--- config.mk ---
export PLATFORM = sky130hd
export DESIGN_NAME = dvga_timing_gen
export DESIGN_NICKNAME = d
export VERILOG_FILES = /design/src/rtl/dvga_timing_gen_pkg.sv /design/src/rtl/dvga_wrap_cnt.sv /design/src/rtl/dvga_timing_gen.sv
export SDC_FILE = /design/constraint.sdc
export NUM_CORES = 1
export LEC_CHECK = 0
export BUFFER_PORTS_ARGS = -buffer_cell sky130_fd_sc_hd__buf_2
export CORE_UTILIZATION = 49
export CTS_CLUSTER_SIZE = 24
export DETAILED_ROUTE_END_ITERATION = 10
export PLACE_DENSITY = 0.71
export SYNTH_ARGS = -nofsm -noshare
export SYNTH_HDL_FRONTEND = slang
export SYNTH_SLANG_ARGS = --single-unit
--- constraint.sdc ---
create_clock -name clk -period 4 [get_ports clk]
set_input_delay 0.2 -clock clk [delete_from_list [all_inputs] [get_ports clk]]
set_output_delay 0.2 -clock clk [all_outputs]
set_load 0.01 [all_outputs]
--- src/rtl/dvga_timing_gen_pkg.sv ---
// Shared timing defaults, run-state type and window helper for the dvga timing generator.
// Default raster is 640x480 @ 60 Hz on a 25 MHz pixel clock, sync pulses active-low.
package dvga_timing_gen_pkg;

    localparam int DEF_HACT  = 640;
    localparam int DEF_HFP   = 16;
    localparam int DEF_HSYNC = 96;
    localparam int DEF_HBP   = 48;
    localparam int DEF_VACT  = 480;
    localparam int DEF_VFP   = 10;
    localparam int DEF_VSYNC = 2;
    localparam int DEF_VBP   = 33;
    localparam logic DEF_HPOL = 1'b0;
    localparam logic DEF_VPOL = 1'b0;

    localparam int CNT_W = 10;

    typedef enum logic {
        ST_PARKED = 1'b0,
        ST_RUN    = 1'b1
    } run_state_t;

    // Half-open window test [lo, hi) on a counter value.
    function automatic logic in_win(input logic [CNT_W-1:0] x,
                                    input logic [CNT_W-1:0] lo,
                                    input logic [CNT_W-1:0] hi);
        return (x >= lo) && (x < hi);
    endfunction

endpackage

--- src/rtl/dvga_wrap_cnt.sv ---
// Wrapping counter with hold, load-to-terminal and carry-out; exposes its next value so
// the parent can register outputs that line up with the count.
module dvga_wrap_cnt #(
    parameter int             W    = 10,
    parameter logic [W-1:0]   TERM = '1
) (
    input  logic         clk,
    input  logic         rst,
    input  logic         inc,
    input  logic         load,
    output logic [W-1:0] q,
    output logic [W-1:0] d,
    output logic         carry
);

    always_comb begin
        d = q;
        if (load) begin
            d = TERM;
        end else if (inc) begin
            d = (q == TERM) ? '0 : q + W'(1);
        end
    end

    assign carry = inc && !load && (q == TERM);

    // Reset parks the count at its terminal value so the first increment wraps to 0.
    always_ff @(posedge clk or negedge rst) begin
        if (!rst) begin
            q <= TERM;
        end else begin
            q <= d;
        end
    end

endmodule

--- src/rtl/dvga_timing_gen.sv ---
// Display timing generator: raster counters, sync/blank, one-cycle-lookahead FIFO read request
// and sticky underflow flag. Every output is a register aligned with hcount/vcount.
module dvga_timing_gen
    import dvga_timing_gen_pkg::*;
#(
    parameter int   HACT  = DEF_HACT,
    parameter int   HFP   = DEF_HFP,
    parameter int   HSYNC = DEF_HSYNC,
    parameter int   HBP   = DEF_HBP,
    parameter int   VACT  = DEF_VACT,
    parameter int   VFP   = DEF_VFP,
    parameter int   VSYNC = DEF_VSYNC,
    parameter int   VBP   = DEF_VBP,
    parameter logic HPOL  = DEF_HPOL,
    parameter logic VPOL  = DEF_VPOL
) (
    input  logic             clk,
    input  logic             rst,
    input  logic             en,
    input  logic             fifo_empty,
    input  logic             clr_underflow,
    output logic [CNT_W-1:0] hcount,
    output logic [CNT_W-1:0] vcount,
    output logic             hs,
    output logic             vs,
    output logic             blank_n,
    output logic             pix_req,
    output logic             line_start,
    output logic             frame_start,
    output logic             underflow
);

    // Totals must fit the 10-bit counters (HTOT, VTOT <= 1024).
    localparam int HTOT = HACT + HFP + HSYNC + HBP;
    localparam int VTOT = VACT + VFP + VSYNC + VBP;

    localparam logic [CNT_W-1:0] HLAST  = CNT_W'(HTOT - 1);
    localparam logic [CNT_W-1:0] VLAST  = CNT_W'(VTOT - 1);
    localparam logic [CNT_W-1:0] HACT_W = CNT_W'(HACT);
    localparam logic [CNT_W-1:0] VACT_W = CNT_W'(VACT);
    localparam logic [CNT_W-1:0] HS_LO  = CNT_W'(HACT + HFP);
    localparam logic [CNT_W-1:0] HS_HI  = CNT_W'(HACT + HFP + HSYNC);
    localparam logic [CNT_W-1:0] VS_LO  = CNT_W'(VACT + VFP);
    localparam logic [CNT_W-1:0] VS_HI  = CNT_W'(VACT + VFP + VSYNC);

    run_state_t       state;
    logic             h_inc;
    logic             h_carry;
    logic             v_carry;
    logic [CNT_W-1:0] h_d;
    logic [CNT_W-1:0] v_d;
    logic [CNT_W-1:0] h_n;
    logic [CNT_W-1:0] v_n;
    logic             act_d;
    logic             act_n;

    // The first enabled cycle only announces the request; counting starts one cycle later.
    assign h_inc = en && (state == ST_RUN);

    dvga_wrap_cnt #(.W(CNT_W), .TERM(HLAST)) u_hcnt (
        .clk   (clk),
        .rst   (rst),
        .inc   (h_inc),
        .load  (!en),
        .q     (hcount),
        .d     (h_d),
        .carry (h_carry)
    );

    dvga_wrap_cnt #(.W(CNT_W), .TERM(VLAST)) u_vcnt (
        .clk   (clk),
        .rst   (rst),
        .inc   (h_carry),
        .load  (!en),
        .q     (vcount),
        .d     (v_d),
        .carry (v_carry)
    );

    // Position after the one about to be presented, for the lookahead request.
    always_comb begin
        h_n = h_d + CNT_W'(1);
        v_n = v_d;
        if (h_d == HLAST) begin
            h_n = '0;
            v_n = (v_d == VLAST) ? '0 : v_d + CNT_W'(1);
        end
    end

    assign act_d = (h_d < HACT_W) && (v_d < VACT_W);
    assign act_n = (h_n < HACT_W) && (v_n < VACT_W);

    always_ff @(posedge clk or negedge rst) begin
        if (!rst) begin
            state       <= ST_PARKED;
            hs          <= ~HPOL;
            vs          <= ~VPOL;
            blank_n     <= 1'b0;
            pix_req     <= 1'b0;
            line_start  <= 1'b0;
            frame_start <= 1'b0;
            underflow   <= 1'b0;
        end else begin
            state       <= en ? ST_RUN : ST_PARKED;
            hs          <= (en && in_win(h_d, HS_LO, HS_HI)) ? HPOL : ~HPOL;
            vs          <= (en && in_win(v_d, VS_LO, VS_HI)) ? VPOL : ~VPOL;
            blank_n     <= en && act_d;
            pix_req     <= en && act_n;
            line_start  <= h_carry;
            frame_start <= h_carry && v_carry;
            // A new underflow event outranks a clear in the same cycle.
            if (pix_req && fifo_empty) begin
                underflow <= 1'b1;
            end else if (clr_underflow) begin
                underflow <= 1'b0;
            end
        end
    end

endmodule
==> metrics.cfg, run 1 <==
[status]
status = completed

[synthesis]
synthTopCellsByCount = nand2_1 (27), dfrtp_1 (16), o21ai_0 (13), dfstp_2 (12), nand3_1 (12)
yosys_warnings = 0
ys.flop_type = dfrtp_1
ys_seq_elements = 28
async_flop_share = 1.000
synthDistinctLibCells = 58
yosysMostFrequentCell = nand2_1
avgSynthCellArea_um2 = 9.154
synth_cells = 215
yosysTopAreaCell = dfrtp_1
synth_area_mm2 = 0.001968
synth.area.top_cells = dfrtp_1 (20%), dfstp_2 (16%), nand2_1 (5.1%)
synth_edf_count = 0
seq_area_frac_synth = 0.3636
synth_top_area_frac = 0.2034
synth.net_count = 223

[final_layout]
area_growth_pct = 10.36
fin_nets = 247
multi_input_area_mm2 = 0.001121
n_fill_cell = 355
fin_area_mm2 = 0.002172
seq_area_um2 = 715.7
diodes = 0
drive_gt1_frac = 0.2647
fin_util = 0.5802

[pwr]
power_density_mw_per_mm2 = 525.5
p_leak_nw = 0.9346
p_total_w = 0.001141
vdd_ir_drop_max_v = 0.0004610

[routing]
dr_total_vias = 1662
first_iter_violations = 67
wirelength_um = 4157
routedWlPerCell_um = 14.53
ant_nets = 0
drc = 0
vias_per_cell = 5.811
first_pass_iters = 4

[timing]
setup_viol = 0
fin_skew_ps = 6.534
max-slew-margin-rel = 0.5947
worst_pin_slew_ps = 607.9
rsz0062_at_grt = no
hold_viol = 0
fin_crit_sh = 0.7249
fmax_mhz = 344.9
fin_tns_setup_ps = 0
finalMaxSlewViolations = 0
period_needed_ps = 2900

[floorplanning]
dieWidth_um = 65.38
fp.dieH_um = 65.38
dieArea_mm2 = 0.004274
pin_count = 32
coreArea_mm2 = 0.003744
start_util = 0.5257
std_cell_rows = 22

[clock_network]
tritoncts = built
clock-sinks = 28
postCtsResizedCells = 0
clockBufferDepth = 2
htree_levels = 1
postCtsHoldBufs = 1
cts_inserted_buffers = 3
clkTransAtPathRegs_ps = 100
cts_setup_buffers = 0
clkLatencyLatePin_ps = 270
cts_root_buf = clkbuf_8

[global_routing]
grt_pass1_vias = 1475
antenna_found_initial = 0
grt_pass1_wl_um = 7100
grt_util_all_layers = 0.2120
grt_overflow = 0
grt_max_degree = 33

[setup_path]
cp.arrival_ps = 3070
path_class = flop to flop
rr_startpoint = u_hcnt.q[1]$_DFF_PN1_
cp_max_fo = 12
crit_start = u_hcnt.q[1]$_DFF_PN1_
worst_ep_required_time_ps = 4170
cp-end-kind = flop
start_kind = flop
ff2ff_path_depth = 10

[hold_path]
worstHoldStart = clr_underflow
hold_path.class = input pin to flop
whs_path_depth = 2

[placed_design]
postPlaceCellArea_mm2 = 0.002091
numPortBuffers = 31
gp_congestion = 0.8642
dpl.hpwl_um = 3024

[run]
maxCapViolations = 0

-- cell type report --
| type | instances | area share |
|---|---|---|
| clock inverter | 1 | 0.01382 |
| multi-input combinational | 165 | 0.5161 |
| tap | 48 | 0.02765 |
| inverter | 9 | 0.01786 |
| sequential | 28 | 0.3295 |
| clock buffer | 3 | 0.01901 |
| timing repair buffer | 32 | 0.07604 |
-- registers in the layout, indices dropped and copies added, names as in the netlist --
name	flops
blank_n	1
vs	1
pix_req	1
state	1
hs	1
u_vcnt.q	10
underflow	1
frame_start	1
u_hcnt.q	10
line_start	1
-- kinds of logic after synthesis --
family	synth area share
AND/OR/NAND/NOR	0.3122
AO/OA/AOI/OAI	0.1507
flip-flops	0.3636
buffers and inverters	0.06675
XOR/XNOR	0.06675
multiplexers	0.02098
adder cells (fa/ha/maj)	0.01907
-- routing by layer --
layer	vias to the layer above	GRT usage	part of all wire
met1	800	0.3249	0.49
met2	43	0.3067	0.45
met3	4	0.03125	0.048
li1	815	-	-
met4	0	0.05707	0.011
met5	-	0	0
-- through the flow --
step / setup slack, ps / instances / hold slack [ps]
after floorplan: 1368 / 215 / -95.59
after global placement: 1218 / 281 / 255.5
after detailed placement: 1133 / 281 / 251.5
after CTS: 1110 / 286 / 110.2
after global routing: 870.7 / 286 / 104.4
final: 1100 / 286 / 116.3
-- power by group --
group / switching (W) / total [W] / internal, W
Sequential: 0.0000858 / 0.000441 / 0.000356
Combinational: 0.000279 / 0.000477 / 0.000199
Clock: 0.0000887 / 0.000223 / 0.000134
-- path summary, 6_finish.rpt --
check	to	slack [ps]
hold / removal	underflow$_DFFE_PN0P_	120
setup reg to reg	pix_req$_DFF_PN0_	1100
setup / recovery	pix_req$_DFF_PN0_	1100
min in group asynchronous	u_vcnt.q[1]$_DFF_PN0_	460
hold reg to reg	underflow$_DFFE_PN0P_	500
max in group asynchronous	u_hcnt.q[7]$_DFF_PN0_	3140
-- worst max-delay path, cell delays in order, from the launching register on --
cell and delay [ps]:
dfstp_2 600, ha_1 270, and4_1 370, nand4_4 240, clkinv_4 170, nand2_2 100, or4_1 430, a21boi_2 160
nor2_1 60, and4b_1 170, o31a_1 230
-- placed cells by master (no fill, tap or decap), drive strengths merged, types with 4 or more instances in the layout --
cell    Yosys  final
inv         7      7
o21ai      13     13
nor3        5      5
or4         4      4
dfrtp      16     16
dfstp      12     12
nand4       5      5
nand2      29     29
nor4        5      5
buf         8     31
and2       10     10
nor2       10     10
nand3      13     13
xor2        8      8
xnor2       7      7
a21boi      4      4
a21oi       7      7
(Power assumes the default switching activity.)
==> run 2: changes to the inputs <==
--- a/config.mk
+++ b/config.mk
@@ -5,11 +5,12 @@
 export SDC_FILE = /design/constraint.sdc
 export NUM_CORES = 1
 export LEC_CHECK = 0
+export ABC_AREA = 1
 export BUFFER_PORTS_ARGS = -buffer_cell sky130_fd_sc_hd__buf_2
 export CORE_UTILIZATION = 49
 export CTS_CLUSTER_SIZE = 24
 export DETAILED_ROUTE_END_ITERATION = 10
-export PLACE_DENSITY = 0.71
+export PLACE_DENSITY = 0.7
 export SYNTH_ARGS = -nofsm -noshare
 export SYNTH_HDL_FRONTEND = slang
 export SYNTH_SLANG_ARGS = --single-unit
==> constraint.sdc (replaced) <==
create_clock -name clk -period 2.8 [get_ports clk]
set_input_delay 0.14 -clock clk [delete_from_list [all_inputs] [get_ports clk]]
set_output_delay 0.14 -clock clk [all_outputs]
set_load 0.01 [all_outputs]
==> run 2 against run 1 <==
Against the previous run:
- non-clock buffer count is the same
- register-to-register slack worse by 610 ps
- worst hold slack lost 70 ps
- synthesized area rose by 11%
- final area up 13%
- fmax grew 25%
==> metrics.cfg, run 2 <==
[timing]
fin_crit_sh = 0.8253  ; +0.1004
fin_skew_ps = 6.646  ; +0.1120 ps
period_needed_ps = 2311  ; -588.9 ps
finalMaxSlewViolations = 0  ; unchanged
max-slew-margin-rel = 0.5813  ; -0.01343
layout_setup_ws_ps = 489.2  ; -611.1 ps
rsz0062_at_grt = no
hold_viol = 0  ; unchanged
worst_pin_slew_ps = 628.0  ; +20.14 ps
fmax_mhz = 432.7  ; +25%
setup_viol = 0  ; unchanged
fin_tns_setup_ps = 0  ; unchanged

[pwr]
power_density_mw_per_mm2 = 524.2  ; -0.25%
switching_share = 0.4234  ; +0.02645
combPwrFrac = 0.427  ; +0.009
power.switching_w = 0.0005437  ; +20%
clock_power_share = 0.177  ; -0.018
power.internal_w = 0.0007404  ; +7.6%
vdd_ir_drop_max_v = 0.0003696  ; -20%
power_frac_seq = 0.397  ; +0.010
p_leak_nw = 1.469  ; +57%

[global_routing]
grt_util_all_layers = 0.2624  ; +0.05040
grt_max_degree = 29  ; -12%
antenna_found_initial = 0  ; unchanged
grt_pass1_vias = 1985  ; +35%
grt_overflow = 0  ; unchanged
grt_pass1_wl_um = 9156  ; +29%

[final_layout]
layout_common_cells = nand2_1 (113), inv_1 (50), nand3_1 (39), nor2_1 (38), buf_2 (31)
fin_area_mm2 = 0.002450  ; +13%
n_fill_cell = 428  ; +21%
fin_nets = 383  ; +55%
drive_gt1_frac = 0.2299  ; -0.03476
top_regs = u_hcnt.q: 10 flops, u_vcnt.q: 10 flops
final_common_cell = nand2_1
area_growth_pct = 12.01
fin_util = 0.5912  ; +0.01097
diodes = 0  ; unchanged

[synthesis]
synth.area.mux_share = 0  ; -0.02098
synth_xor_area_frac = 0.004005  ; -0.06275
yosysTopAreaCell = nand2_1
synthTopCellsByCount = nand2_1 (113), inv_1 (50), nand3_1 (39), nor2_1 (38), dfrtp_1 (16)
synth_fa_ha_area_frac = 0.01716  ; -0.001909
ys.flop_type = dfrtp_1
yosysMostFrequentCell = nand2_1
async_flop_share = 1.000  ; unchanged
synthDistinctLibCells = 29  ; -50%
synth_edf_count = 0  ; unchanged
synth_top_area_frac = 0.1939  ; -0.009497
yosys_warnings = 0  ; unchanged
synth_cells = 340  ; +58%
synth_compound_area_frac = 0.02746  ; -0.1232
ys_seq_elements = 28  ; unchanged
synth_area_mm2 = 0.002187  ; +11%
avgSynthCellArea_um2 = 6.433  ; -30%
synth_top_family_by_area = simple AND/OR/NAND/NOR gates
synth.net_count = 348  ; +56%
synth.area.top_cells = nand2_1 (19%), dfrtp_1 (18%), dfstp_2 (14%)
seq_area_frac_synth = 0.3272  ; -0.03641
synth-simple-area-share = 0.5160  ; +0.2039

[setup_path]
cp_max_fo = 8  ; -4
cp-end-kind = flop
cp.arrival_ps = 2520  ; -550 ps
worstPathCellList = ha_1, nand2_2, nor2_8, nand3_1, nor2_2, nand2_1, nand3_2, nand2_1, nor2_1, nand3_1, nand2_1, nand2_1, nand2_1, inv_1, nor2_1
crit_buf_inv = 1  ; unchanged
cpMostUsedCell = nand2_1
cpPeakStageDelay_ps = 580  ; -20 ps
path_class = flop to flop
start_kind = flop
critical-path-top-delay-family = simple AND/OR/NAND/NOR gates
crit_path_top_delay_cell = dfstp_2
worst_ep_required_time_ps = 3010  ; -1160 ps

[placed_design]
postPlaceCellArea_mm2 = 0.002395  ; +15%
numPortBuffers = 31  ; unchanged
dp_slack_ps = 509.2  ; -623.4 ps
gp_congestion = 0.9132  ; +5.7%
dpl.hpwl_um = 4364  ; +44%

[clock_network]
cts_root_buf = clkbuf_8
tritoncts = built
clkTransAtPathRegs_ps = 100  ; about the same
htree_levels = 1  ; unchanged
clkLatencyLatePin_ps = 270  ; about the same
cts_setup_buffers = 0  ; unchanged
clock-sinks = 28  ; unchanged
clockBufferDepth = 2  ; unchanged
cts_inserted_buffers = 3  ; unchanged

[floorplanning]
dieArea_mm2 = 0.004735  ; +11%
start_util = 0.5278  ; +0.002042
coreArea_mm2 = 0.004144  ; +11%
std_cell_rows = 23  ; +4.5%
fp.dieH_um = 68.81  ; +5.3%
dieWidth_um = 68.81  ; +5.3%
pin_count = 32  ; unchanged

[routing]
wirelength_um = 5509  ; +33%
ant_nets = 0  ; unchanged
dr_total_vias = 2181  ; +31%
drc = 0  ; unchanged
first_iter_violations = 174  ; +160%
first_pass_iters = 4  ; unchanged
routedWlPerCell_um = 12.99  ; -11%
vias_per_cell = 5.144  ; -11%

[status]
status = completed

[run]
maxCapViolations = 0  ; unchanged

[hold_path]
hold_path.class = input pin to flop

run 2: cell count changes in the layout (fill, tap and decap cells not counted), moves of 5 or more:
cell,delta
xor2_1,-7
nor2_2,+8
inv_2,+8
inv_1,+43
xnor2_1,-7
nand2_2,+8
o21ai_0,-9
nand3_1,+27
and2_1,-10
nor2_1,+28
nand2_1,+86
a21oi_1,-5
run 2: metal layers:
metal  part of all wire  GRT usage  up-vias
li1                   -          -     1117
met1               0.49     0.3660      992
met2               0.44     0.4375       68
met3              0.065    0.04112        4
met4             0.0053    0.03316        0
met5                  0          0        -
run 2: kinds of logic (layout without fill, tap and decap cells):
family	after synthesis	after routing
AOI/OAI and AO/OA	10	10
buffers and inverters	62	96
DFF	28	28
adders and majority gates	3	3
xor gates and xnor gates	1	1
and+or+nand+nor	236	236
run 2: power groups by stage:
stage          sequential, W  clock, W  combinational (W)
6_report            0.000509  0.000227           0.000548
5_1_grt             0.000516  0.000244           0.000624
4_1_cts             0.000509  0.000237           0.000547
3_5_place_dp        0.000515         0           0.000543
3_3_place_gp        0.000515         0           0.000546
2_1_floorplan       0.000525         0           0.000386
run 2: layout make-up:
type | instances | area, µm² | share of cell area
multi-input cells | 250 | 1235 | 0.5041
well taps | 50 | 62.56 | 0.02554
inverters | 60 | 226.5 | 0.09244
clock buffers | 4 | 45.04 | 0.01839
repair buffers | 32 | 165.2 | 0.06742
flip-flops and latches | 28 | 715.7 | 0.2921
run 2: through the flow:
| stage | cells | hold WS (ps) | total power, W |
|---|---|---|---|
| floorplan | 340 | -155.6 | 0.0009115 |
| global placement | 419 | 198.4 | 0.001061 |
| detailed placement | 419 | 203.8 | 0.001058 |
| CTS | 424 | 36.36 | 0.001292 |
| global route | 424 | 49.17 | 0.001385 |
| finish | 424 | 46.75 | 0.001284 |
run 2: worst paths after layout:
path                                            start                     to  slack [ps]  cells past startpoint
worst max-delay path            u_hcnt.q[0]$_DFF_PN1_      pix_req$_DFF_PN0_         490                     15
worst min-delay path                    clr_underflow  underflow$_DFFE_PN0P_          50                      2
worst max register to register  u_hcnt.q[0]$_DFF_PN1_      pix_req$_DFF_PN0_         490                     15
worst min register to register      pix_req$_DFF_PN0_  underflow$_DFFE_PN0P_         500                      2
max in group asynchronous                         rst  u_vcnt.q[7]$_DFF_PN0_        1970                      2
min in group asynchronous                         rst  u_vcnt.q[1]$_DFF_PN0_         410                      2
run 2: what timing repair did:
action / 4_1_cts / 5_1_grt
resized for setup: 0 / 0
endpoints found under the setup margin: 0 / 0
endpoints found under the hold margin: 16 / 0
hold buffers: 1 / 0
